File: src/rtl/mem_arbiter_if.sv
// Bus bundle between the fetch/LS requesters, the arbiter and the byte-wide RAM.
interface mem_arbiter_if;
  // Control
  logic        ena;
  logic        in_rollback;

  // Fetch port
  logic        in_if_ena;
  logic [31:0] in_if_addr;
  logic        out_if_ready;
  logic [31:0] out_if_data;

  // Load/store port
  logic        in_ls_ena;
  logic        in_ls_iswrite;
  logic [31:0] in_ls_addr;
  logic [31:0] in_ls_write_data;
  logic [2:0]  in_ls_size;
  logic        out_ls_ready;
  logic [31:0] out_ls_read_data;

  // RAM / IO side
  logic [7:0]  in_ram_data;
  logic [31:0] out_ram_addr;
  logic [7:0]  out_ram_data;
  logic        out_ram_wr;
  logic        in_io_buffer_full;

  // Arbiter side
  modport slave (
    input  ena,
    input  in_rollback,
    input  in_if_ena,
    input  in_if_addr,
    output out_if_ready,
    output out_if_data,
    input  in_ls_ena,
    input  in_ls_iswrite,
    input  in_ls_addr,
    input  in_ls_write_data,
    input  in_ls_size,
    output out_ls_ready,
    output out_ls_read_data,
    input  in_ram_data,
    output out_ram_addr,
    output out_ram_data,
    output out_ram_wr,
    input  in_io_buffer_full
  );

  // Requester / environment side
  modport master (
    output ena,
    output in_rollback,
    output in_if_ena,
    output in_if_addr,
    input  out_if_ready,
    input  out_if_data,
    output in_ls_ena,
    output in_ls_iswrite,
    output in_ls_addr,
    output in_ls_write_data,
    output in_ls_size,
    input  out_ls_ready,
    input  out_ls_read_data,
    output in_ram_data,
    input  out_ram_addr,
    input  out_ram_data,
    input  out_ram_wr,
    output in_io_buffer_full
  );
endinterface

File: src/rtl/mem_arbiter.sv
// Byte-serial RAM arbiter: load/store beats instruction fetch, one byte per cycle.
module mem_arbiter (
  input  logic         clk,
  input  logic         rst,
  mem_arbiter_if.slave bus
);

  localparam int unsigned AW = 32;
  localparam int unsigned DW = 32;
  localparam int unsigned BW = 8;
  localparam int unsigned CW = 3;
  localparam int unsigned IW = 2;

  typedef enum logic [1:0] {
    IDLE,
    READ,
    WRITE
  } state_t;

  state_t          state_q, state_d;
  logic [CW-1:0]   cnt_q, cnt_d;

  // Pending request latches
  logic            ls_pend_q, ls_pend_d;
  logic            ls_pend_wr_q, ls_pend_wr_d;
  logic [AW-1:0]   ls_pend_addr_q, ls_pend_addr_d;
  logic [DW-1:0]   ls_pend_wdata_q, ls_pend_wdata_d;
  logic [CW-1:0]   ls_pend_n_q, ls_pend_n_d;
  logic            if_pend_q, if_pend_d;
  logic [AW-1:0]   if_pend_addr_q, if_pend_addr_d;

  // In-flight transfer
  logic            cur_ls_q, cur_ls_d;
  logic [AW-1:0]   cur_addr_q, cur_addr_d;
  logic [DW-1:0]   cur_wdata_q, cur_wdata_d;
  logic [CW-1:0]   cur_n_q, cur_n_d;
  logic [DW-1:0]   rd_buf_q, rd_buf_d;

  // Registered outputs
  logic            if_ready_q, if_ready_d;
  logic [DW-1:0]   if_data_q, if_data_d;
  logic            ls_ready_q, ls_ready_d;
  logic [DW-1:0]   ls_data_q, ls_data_d;
  logic [AW-1:0]   ram_addr_q, ram_addr_d;
  logic [BW-1:0]   ram_data_q, ram_data_d;
  logic            ram_wr_q, ram_wr_d;

  // Combinational helpers
  logic            arb_c;
  logic [IW-1:0]   byte_idx_c;
  logic [AW-1:0]   wr_addr_c;

  // Size code to byte count; anything but 1 or 2 is a word
  function automatic logic [CW-1:0] norm_size(input logic [2:0] s);
    if (s == 3'd1)      return CW'(1);
    else if (s == 3'd2) return CW'(2);
    else                return CW'(4);
  endfunction

  // IO window: writes here are throttled by the IO buffer
  function automatic logic is_io(input logic [AW-1:0] a);
    return a[17:16] == 2'b11;
  endfunction

  // State and datapath registers
  always_ff @(posedge clk) begin
    if (rst) begin
      state_q         <= IDLE;
      cnt_q           <= '0;
      ls_pend_q       <= 1'b0;
      ls_pend_wr_q    <= 1'b0;
      ls_pend_addr_q  <= '0;
      ls_pend_wdata_q <= '0;
      ls_pend_n_q     <= '0;
      if_pend_q       <= 1'b0;
      if_pend_addr_q  <= '0;
      cur_ls_q        <= 1'b0;
      cur_addr_q      <= '0;
      cur_wdata_q     <= '0;
      cur_n_q         <= '0;
      rd_buf_q        <= '0;
      if_ready_q      <= 1'b0;
      if_data_q       <= '0;
      ls_ready_q      <= 1'b0;
      ls_data_q       <= '0;
      ram_addr_q      <= '0;
      ram_data_q      <= '0;
      ram_wr_q        <= 1'b0;
    end else begin
      state_q         <= state_d;
      cnt_q           <= cnt_d;
      ls_pend_q       <= ls_pend_d;
      ls_pend_wr_q    <= ls_pend_wr_d;
      ls_pend_addr_q  <= ls_pend_addr_d;
      ls_pend_wdata_q <= ls_pend_wdata_d;
      ls_pend_n_q     <= ls_pend_n_d;
      if_pend_q       <= if_pend_d;
      if_pend_addr_q  <= if_pend_addr_d;
      cur_ls_q        <= cur_ls_d;
      cur_addr_q      <= cur_addr_d;
      cur_wdata_q     <= cur_wdata_d;
      cur_n_q         <= cur_n_d;
      rd_buf_q        <= rd_buf_d;
      if_ready_q      <= if_ready_d;
      if_data_q       <= if_data_d;
      ls_ready_q      <= ls_ready_d;
      ls_data_q       <= ls_data_d;
      ram_addr_q      <= ram_addr_d;
      ram_data_q      <= ram_data_d;
      ram_wr_q        <= ram_wr_d;
    end
  end

  // Next state: latch requests, step the transfer, arbitrate when free
  always_comb begin
    state_d         = state_q;
    cnt_d           = cnt_q;
    ls_pend_d       = ls_pend_q;
    ls_pend_wr_d    = ls_pend_wr_q;
    ls_pend_addr_d  = ls_pend_addr_q;
    ls_pend_wdata_d = ls_pend_wdata_q;
    ls_pend_n_d     = ls_pend_n_q;
    if_pend_d       = if_pend_q;
    if_pend_addr_d  = if_pend_addr_q;
    cur_ls_d        = cur_ls_q;
    cur_addr_d      = cur_addr_q;
    cur_wdata_d     = cur_wdata_q;
    cur_n_d         = cur_n_q;
    rd_buf_d        = rd_buf_q;
    if_data_d       = if_data_q;
    ls_data_d       = ls_data_q;
    ram_addr_d      = ram_addr_q;
    ram_data_d      = ram_data_q;
    ram_wr_d        = 1'b0;
    if_ready_d      = 1'b0;
    ls_ready_d      = 1'b0;
    arb_c           = 1'b0;
    byte_idx_c      = '0;
    wr_addr_c       = '0;

    if (bus.ena) begin
      // A new LS pulse replaces any LS entry that has not started yet
      if (bus.in_ls_ena) begin
        ls_pend_d       = 1'b1;
        ls_pend_wr_d    = bus.in_ls_iswrite;
        ls_pend_addr_d  = bus.in_ls_addr;
        ls_pend_wdata_d = bus.in_ls_write_data;
        ls_pend_n_d     = norm_size(bus.in_ls_size);
      end

      // Rollback kills any fetch request, including one arriving this edge
      if (bus.in_rollback) begin
        if_pend_d = 1'b0;
      end else if (bus.in_if_ena) begin
        if_pend_d      = 1'b1;
        if_pend_addr_d = bus.in_if_addr;
      end

      unique case (state_q)
        IDLE: arb_c = 1'b1;

        READ: begin
          if (!cur_ls_q && bus.in_rollback) begin
            state_d    = IDLE;
            cnt_d      = '0;
            ram_addr_d = '0;
            ram_data_d = '0;
          end else begin
            byte_idx_c = IW'(cnt_q - CW'(1));
            rd_buf_d[{byte_idx_c, 3'b000} +: BW] = bus.in_ram_data;
            if (cnt_q < cur_n_q) begin
              ram_addr_d = cur_addr_q + AW'(cnt_q);
              cnt_d      = cnt_q + CW'(1);
            end else begin
              if (cur_ls_q) begin
                ls_ready_d = 1'b1;
                ls_data_d  = rd_buf_d;
              end else begin
                if_ready_d = 1'b1;
                if_data_d  = rd_buf_d;
              end
              arb_c = 1'b1;
            end
          end
        end

        WRITE: begin
          if (cnt_q < cur_n_q) begin
            byte_idx_c = IW'(cnt_q);
            wr_addr_c  = cur_addr_q + AW'(cnt_q);
            ram_addr_d = wr_addr_c;
            ram_data_d = cur_wdata_q[{byte_idx_c, 3'b000} +: BW];
            if (!(is_io(wr_addr_c) && bus.in_io_buffer_full)) begin
              ram_wr_d = 1'b1;
              cnt_d    = cnt_q + CW'(1);
            end
          end else begin
            ls_ready_d = 1'b1;
            arb_c      = 1'b1;
          end
        end

        default: state_d = IDLE;
      endcase

      // Free this edge: start LS first, otherwise fetch, otherwise idle
      if (arb_c) begin
        state_d    = IDLE;
        cnt_d      = '0;
        ram_addr_d = '0;
        ram_data_d = '0;
        ram_wr_d   = 1'b0;
        if (ls_pend_d) begin
          ls_pend_d   = 1'b0;
          cur_ls_d    = 1'b1;
          cur_addr_d  = ls_pend_addr_d;
          cur_wdata_d = ls_pend_wdata_d;
          cur_n_d     = ls_pend_n_d;
          rd_buf_d    = '0;
          ram_addr_d  = ls_pend_addr_d;
          if (ls_pend_wr_d) begin
            state_d    = WRITE;
            ram_data_d = ls_pend_wdata_d[BW-1:0];
            if (is_io(ls_pend_addr_d) && bus.in_io_buffer_full) begin
              cnt_d = '0;
            end else begin
              ram_wr_d = 1'b1;
              cnt_d    = CW'(1);
            end
          end else begin
            state_d = READ;
            cnt_d   = CW'(1);
          end
        end else if (if_pend_d) begin
          if_pend_d   = 1'b0;
          cur_ls_d    = 1'b0;
          cur_addr_d  = if_pend_addr_d;
          cur_wdata_d = '0;
          cur_n_d     = CW'(4);
          rd_buf_d    = '0;
          ram_addr_d  = if_pend_addr_d;
          state_d     = READ;
          cnt_d       = CW'(1);
        end
      end
    end
  end

  assign bus.out_if_ready     = if_ready_q;
  assign bus.out_if_data      = if_data_q;
  assign bus.out_ls_ready     = ls_ready_q;
  assign bus.out_ls_read_data = ls_data_q;
  assign bus.out_ram_addr     = ram_addr_q;
  assign bus.out_ram_data     = ram_data_q;
  assign bus.out_ram_wr       = ram_wr_q;

endmodule

File: src/flat_wrapper.sv
// flat-port wrapper written by rule: the top's interface ports become plain ports
module mem_arbiter_flat 
  (clk, rst, bus_ena, bus_in_rollback, bus_in_if_ena, bus_in_if_addr, bus_out_if_ready, bus_out_if_data, bus_in_ls_ena, bus_in_ls_iswrite, bus_in_ls_addr, bus_in_ls_write_data, bus_in_ls_size, bus_out_ls_ready, bus_out_ls_read_data, bus_in_ram_data, bus_out_ram_addr, bus_out_ram_data, bus_out_ram_wr, bus_in_io_buffer_full);
  mem_arbiter_if bus_i ();
  input  logic clk;
  input  logic rst;
  input wire logic [$bits(bus_i.ena)-1:0] bus_ena;
  input wire logic [$bits(bus_i.in_rollback)-1:0] bus_in_rollback;
  input wire logic [$bits(bus_i.in_if_ena)-1:0] bus_in_if_ena;
  input wire logic [$bits(bus_i.in_if_addr)-1:0] bus_in_if_addr;
  output wire logic [$bits(bus_i.out_if_ready)-1:0] bus_out_if_ready;
  output wire logic [$bits(bus_i.out_if_data)-1:0] bus_out_if_data;
  input wire logic [$bits(bus_i.in_ls_ena)-1:0] bus_in_ls_ena;
  input wire logic [$bits(bus_i.in_ls_iswrite)-1:0] bus_in_ls_iswrite;
  input wire logic [$bits(bus_i.in_ls_addr)-1:0] bus_in_ls_addr;
  input wire logic [$bits(bus_i.in_ls_write_data)-1:0] bus_in_ls_write_data;
  input wire logic [$bits(bus_i.in_ls_size)-1:0] bus_in_ls_size;
  output wire logic [$bits(bus_i.out_ls_ready)-1:0] bus_out_ls_ready;
  output wire logic [$bits(bus_i.out_ls_read_data)-1:0] bus_out_ls_read_data;
  input wire logic [$bits(bus_i.in_ram_data)-1:0] bus_in_ram_data;
  output wire logic [$bits(bus_i.out_ram_addr)-1:0] bus_out_ram_addr;
  output wire logic [$bits(bus_i.out_ram_data)-1:0] bus_out_ram_data;
  output wire logic [$bits(bus_i.out_ram_wr)-1:0] bus_out_ram_wr;
  input wire logic [$bits(bus_i.in_io_buffer_full)-1:0] bus_in_io_buffer_full;
  assign bus_i.ena = bus_ena;
  assign bus_i.in_rollback = bus_in_rollback;
  assign bus_i.in_if_ena = bus_in_if_ena;
  assign bus_i.in_if_addr = bus_in_if_addr;
  assign bus_out_if_ready = bus_i.out_if_ready;
  assign bus_out_if_data = bus_i.out_if_data;
  assign bus_i.in_ls_ena = bus_in_ls_ena;
  assign bus_i.in_ls_iswrite = bus_in_ls_iswrite;
  assign bus_i.in_ls_addr = bus_in_ls_addr;
  assign bus_i.in_ls_write_data = bus_in_ls_write_data;
  assign bus_i.in_ls_size = bus_in_ls_size;
  assign bus_out_ls_ready = bus_i.out_ls_ready;
  assign bus_out_ls_read_data = bus_i.out_ls_read_data;
  assign bus_i.in_ram_data = bus_in_ram_data;
  assign bus_out_ram_addr = bus_i.out_ram_addr;
  assign bus_out_ram_data = bus_i.out_ram_data;
  assign bus_out_ram_wr = bus_i.out_ram_wr;
  assign bus_i.in_io_buffer_full = bus_in_io_buffer_full;
  mem_arbiter u_core (.clk(clk), .rst(rst), .bus(bus_i));
endmodule
File: config.mk
export PLATFORM = sky130hd
export DESIGN_NAME = mem_arbiter_flat
export DESIGN_NICKNAME = d
export VERILOG_FILES = /design/src/rtl/mem_arbiter_if.sv /design/src/rtl/mem_arbiter.sv /design/src/flat_wrapper.sv
export SDC_FILE = /design/constraint.sdc
export NUM_CORES = 1
export LEC_CHECK = 0
export CORE_MARGIN = 10
export CORE_UTILIZATION = 30
export DETAILED_ROUTE_END_ITERATION = 8
export PLACE_DENSITY = 0.48
export SYNTH_ARGS = -nofsm -noshare
export SYNTH_HDL_FRONTEND = slang
export SYNTH_SLANG_ARGS = --single-unit
File: constraint.sdc
create_clock -name clk -period 2.7 [get_ports clk]
set_input_delay 0.81 -clock clk [delete_from_list [all_inputs] [get_ports clk]]
set_output_delay 0.81 -clock clk [all_outputs]
set_load 0.05 [all_outputs]
==> metrics.md <==
| Metric | Value |
|---|---|
| CP max FO | `3` |
| HPWL Detailed | `33900 um` |
| Root Driver | `clkbuf_16` |
| Clock slew at reported path FFs | `60 ps` |
| Worst setup SP type | `flip-flop` |
| Largest net degree at the start of global routing | `110` |
| Synth cell types | `68` |
| WL final | `48600 um` |
| NetSw | `3.45 mW` |
| CP delay by family, top | `buffers and inverters` |
| Grt total ovfl | `0` |
| Via density | `5.10` |
| DIE WIDTH | `239 um` |
| Antenna-violating nets left | `0` |
| Max incr delay on CP | `840 ps` |
| Max-slew headroom | `53.0%` |
| Synthesis Warnings | `0` |
| Hold buffers post-CTS | `0` |
| Worst Setup EP | `bus_out_ram_addr[17]` |
| Die area | `0.0572 sq mm` |
| Launch point of the worst reg-to-reg path | `u_core.cnt_q[2]` |
| Ys flop type | `dfxtp_1` |
| First-pass GRT wire length | `75400 um` |
| Post-synth EDFFs | `0` |
| Power Dens Cells | `642 mW/mm^2` |
| Crit Path Class | `reg2out` |
| Depth of the CTS H-tree | `2` |
| Cell row count | `80` |
| Layout cells sized above 1 | `14.2%` |
| CTS max path bufs | `3` |
| CP Capture Type | `primary output` |
| Synthesized flop and latch total | `314` |
| Layout Area Growth over Synthesis | `31.4%` |
| Max Fclk | `0.380 GHz` |
| # setup viols final | `0` |
| Cts bufs inserted | `39` |
| Clock share of power | `42.5%` |
| Final #Nets | `1978` |
| CTS tree | `built` |
| Levels on crit path | `1` |
| Post-Syn Area | `0.0144 sq mm` |
| LEAKAGE | `6.61 nW` |
| Seq/Total Area, Yosys | `43.6%` |
| Placer Congestion | `0.807` |
| Combinational Power Share | `16.1%` |
| IO Port Bufs | `221` |
| Hold Crit Class | `reg2reg` |
| Clk_lat worst skew | `570 ps` |
| Per-cell routed wire length | `19.5 um` |
| Fin util | `39.7%` |
| Maximum VDD drop | `351 uV` |
| Reg2Reg Setup Slack | `100 ps` |
| Chip height | `239 um` |
| Initial drt markers | `956` |
| Sw Ratio | `28.4%` |
| Core area | `0.0476 sq mm` |
| Slew Viols, Final | `0` |
| Max_cap viols | `0` |
| Vias | `12717` |
| Drc violations | `0` |
| Sequential share of power | `41.3%` |
| GRT Util Overall | `16.7%` |
| Post-Syn Instances | `1648` |
| Path depth of the worst reg2reg path | `9` |
| P_int | `8.70 mW` |
| RR Endpoint | `u_core.rd_buf_q[6]` |
| Asr flop ratio synth | `0%` |
| Register area | `0.00629 sq mm` |
| Clock sink total | `314` |
| Initial antenna violation count | `1` |
| Hold slack final | `452 ps` |
| Initial Util | `30.2%` |
| Critical path's slowest cell | `clkdlybuf4s50_1` |
| Final Hold Fails | `0` |
| Cell Area, Placed | `0.0176 sq mm` |
| Req. time, crit path | `1890 ps` |
| Worst EP arrival | `1820 ps` |
| Hold path startpoint | `u_core.ls_pend_addr_q[28]` |
| RSZ-0062 raised after global routing | `false` |
| Avg Synthesized Cell Area | `8.74 sq um` |
| Crit path from | `u_core.bus.out_ram_addr[17]` |
| # fillers | `4757` |
| Layout Cell Area excl Fill | `0.0189 sq mm` |
| Clock tree skew after final layout | `32.5 ps` |
| Crit path time final | `2630 ps` |
| Multi-input gate area | `0.00759 sq mm` |
| Vias in the first global route | `12501` |
| Ports | `222` |
| Fin crit share | `97.4%` |
| Critical-path cell list | `clkdlybuf4s50_1` |
| 1st-pass router iterations | `5` |
| Net Count, Synth | `1779` |
| Crit path buffers/inverters | `1` |
| Status | `complete, no violations` |
| Slew @ Worst Pin | `702 ps` |
logic make-up after synthesis:
family                     Yosys count  share of synthesized area, %
xor gates and xnor gates            28                          1.70
AOI/OAI and AO/OA                  452                          22.6
muxes                              103                          8.41
adders and majority gates           16                          1.44
DFF                                314                          43.6
and+or+nand+nor                    583                          17.8
buffers and inverters              152                          4.43
placed cells by master, fill, tap and decap left out, drive strengths merged, types with 7 or more instances in the layout:
cell type      count
a211o             15
a211oi            84
a21oi            129
a221oi            12
a22o              32
a22oi             44
buf               75
clkbuf            59
clkdlybuf4s50    214
clkinv             7
dfxtp            314
ha                15
inv               22
mux2              64
mux2i             31
mux4               8
nand2            162
nand2b             7
nand3             12
nor2             258
nor2b             34
nor3              71
nor4               8
o21ai             68
o2bb2ai           32
xnor2             22
registers in the layout, summed over array words and instances, names as in the netlist, 8 cells and up:
signal                       flops
u_core.bus.out_if_data          32
u_core.bus.out_ls_read_data     32
u_core.bus.out_ram_addr         32
u_core.bus.out_ram_data          8
u_core.cur_addr_q               32
u_core.cur_wdata_q              32
u_core.if_pend_addr_q           32
u_core.ls_pend_addr_q           32
u_core.ls_pend_wdata_q          32
u_core.rd_buf_q                 32
layout make-up:
cell class                      count  area share (%)
Tap cell                          615            4.06
Multi-Input combinational cell   1182            40.1
Clock inverter                     11           0.568
Sequential cell                   314            33.2
Inverter                           21           0.416
Antenna cell                        1          0.0132
Clock buffer                       59            6.09
Timing Repair Buffer              289            15.6
cells in the mapped netlist (all sizes together), types with 2 or more instances:
master,n,share of area [%]
a22oi,44,2.3
mux4,8,1.3
o31ai,2,0.10
a211o,15,0.91
a211oi,84,4.4
o21a,3,0.16
o2bb2ai,32,3.2
a21o,6,0.31
a221oi,12,0.73
a22o,32,1.9
o21ai,68,2.4
o21bai,2,0.10
nand4,6,0.26
nand2b,7,0.36
nor2b,34,1.5
nand2,162,4.2
a21oi,129,4.6
nor3,71,2.5
inv,20,0.52
o221ai,2,0.12
mux2i,31,2.2
and2,4,0.17
buf,33,1.3
a31oi,5,0.26
xnor2,22,1.3
nor4,8,0.43
or4,6,0.31
ha,15,1.3
xor2,6,0.36
and4,6,0.38
clkbuf,98,2.6
o211ai,3,0.16
or3,4,0.17
mux2,64,5.0
a311oi,2,0.12
nor2,258,6.7
nand3,12,0.45
dfxtp,314,44
through the flow:
stage / worst slack (ps) / instances / total power [mW] / TNS, ps
after floorplan: 316 / 1648 / 6.27 / 0
after global placement: -334 / 2421 / 7.06 / -34270
after detailed placement: -341 / 2421 / 7.09 / -37390
after CTS: 6.77 / 2491 / 12.3 / 0
after global routing: 2.08 / 2492 / 12.7 / 0
final: 69.6 / 2492 / 12.1 / 0
worst min path at each step:
stage                                           end  cells past startpoint  slack (ps)
after floorplan                 u_core.rd_buf_q[12]                      1         420
after global placement          u_core.rd_buf_q[31]                      1         440
after detailed placement        u_core.rd_buf_q[31]                      1         440
after CTS                 u_core.ls_pend_addr_q[23]                      2         450
after global routing      u_core.ls_pend_addr_q[22]                      2         470
final                     u_core.ls_pend_addr_q[28]                      2         450
repair_timing:
action	in CTS	in global routing
setup endpoints to repair	18	5
resized for setup	1	6
pin swaps	0	1
setup buffers	0	0
routing by layer:
metal / wire length, um / global-route usage (%) / share of wire (%) / vias to the layer above
met5: 0 / 0 / 0 / -
met4: 969 / 4.82 / 2.0 / 0
met3: 2410 / 2.90 / 4.9 / 59
met2: 23500 / 28.1 / 48 / 248
met1: 21700 / 21.5 / 45 / 6119
li1: - / - / - / 6291
power groups by stage:
stage                     Clock (mW)  Sequential (mW)  Combinational [mW]
after floorplan                    0             5.29               0.977
after global routing            5.50             5.05                2.13
after CTS                       5.32             5.02                1.98
after detailed placement           0             5.12                1.97
final                           5.17             5.02                1.96
after global placement             0             5.11                1.95
(Power assumes the default switching activity.)
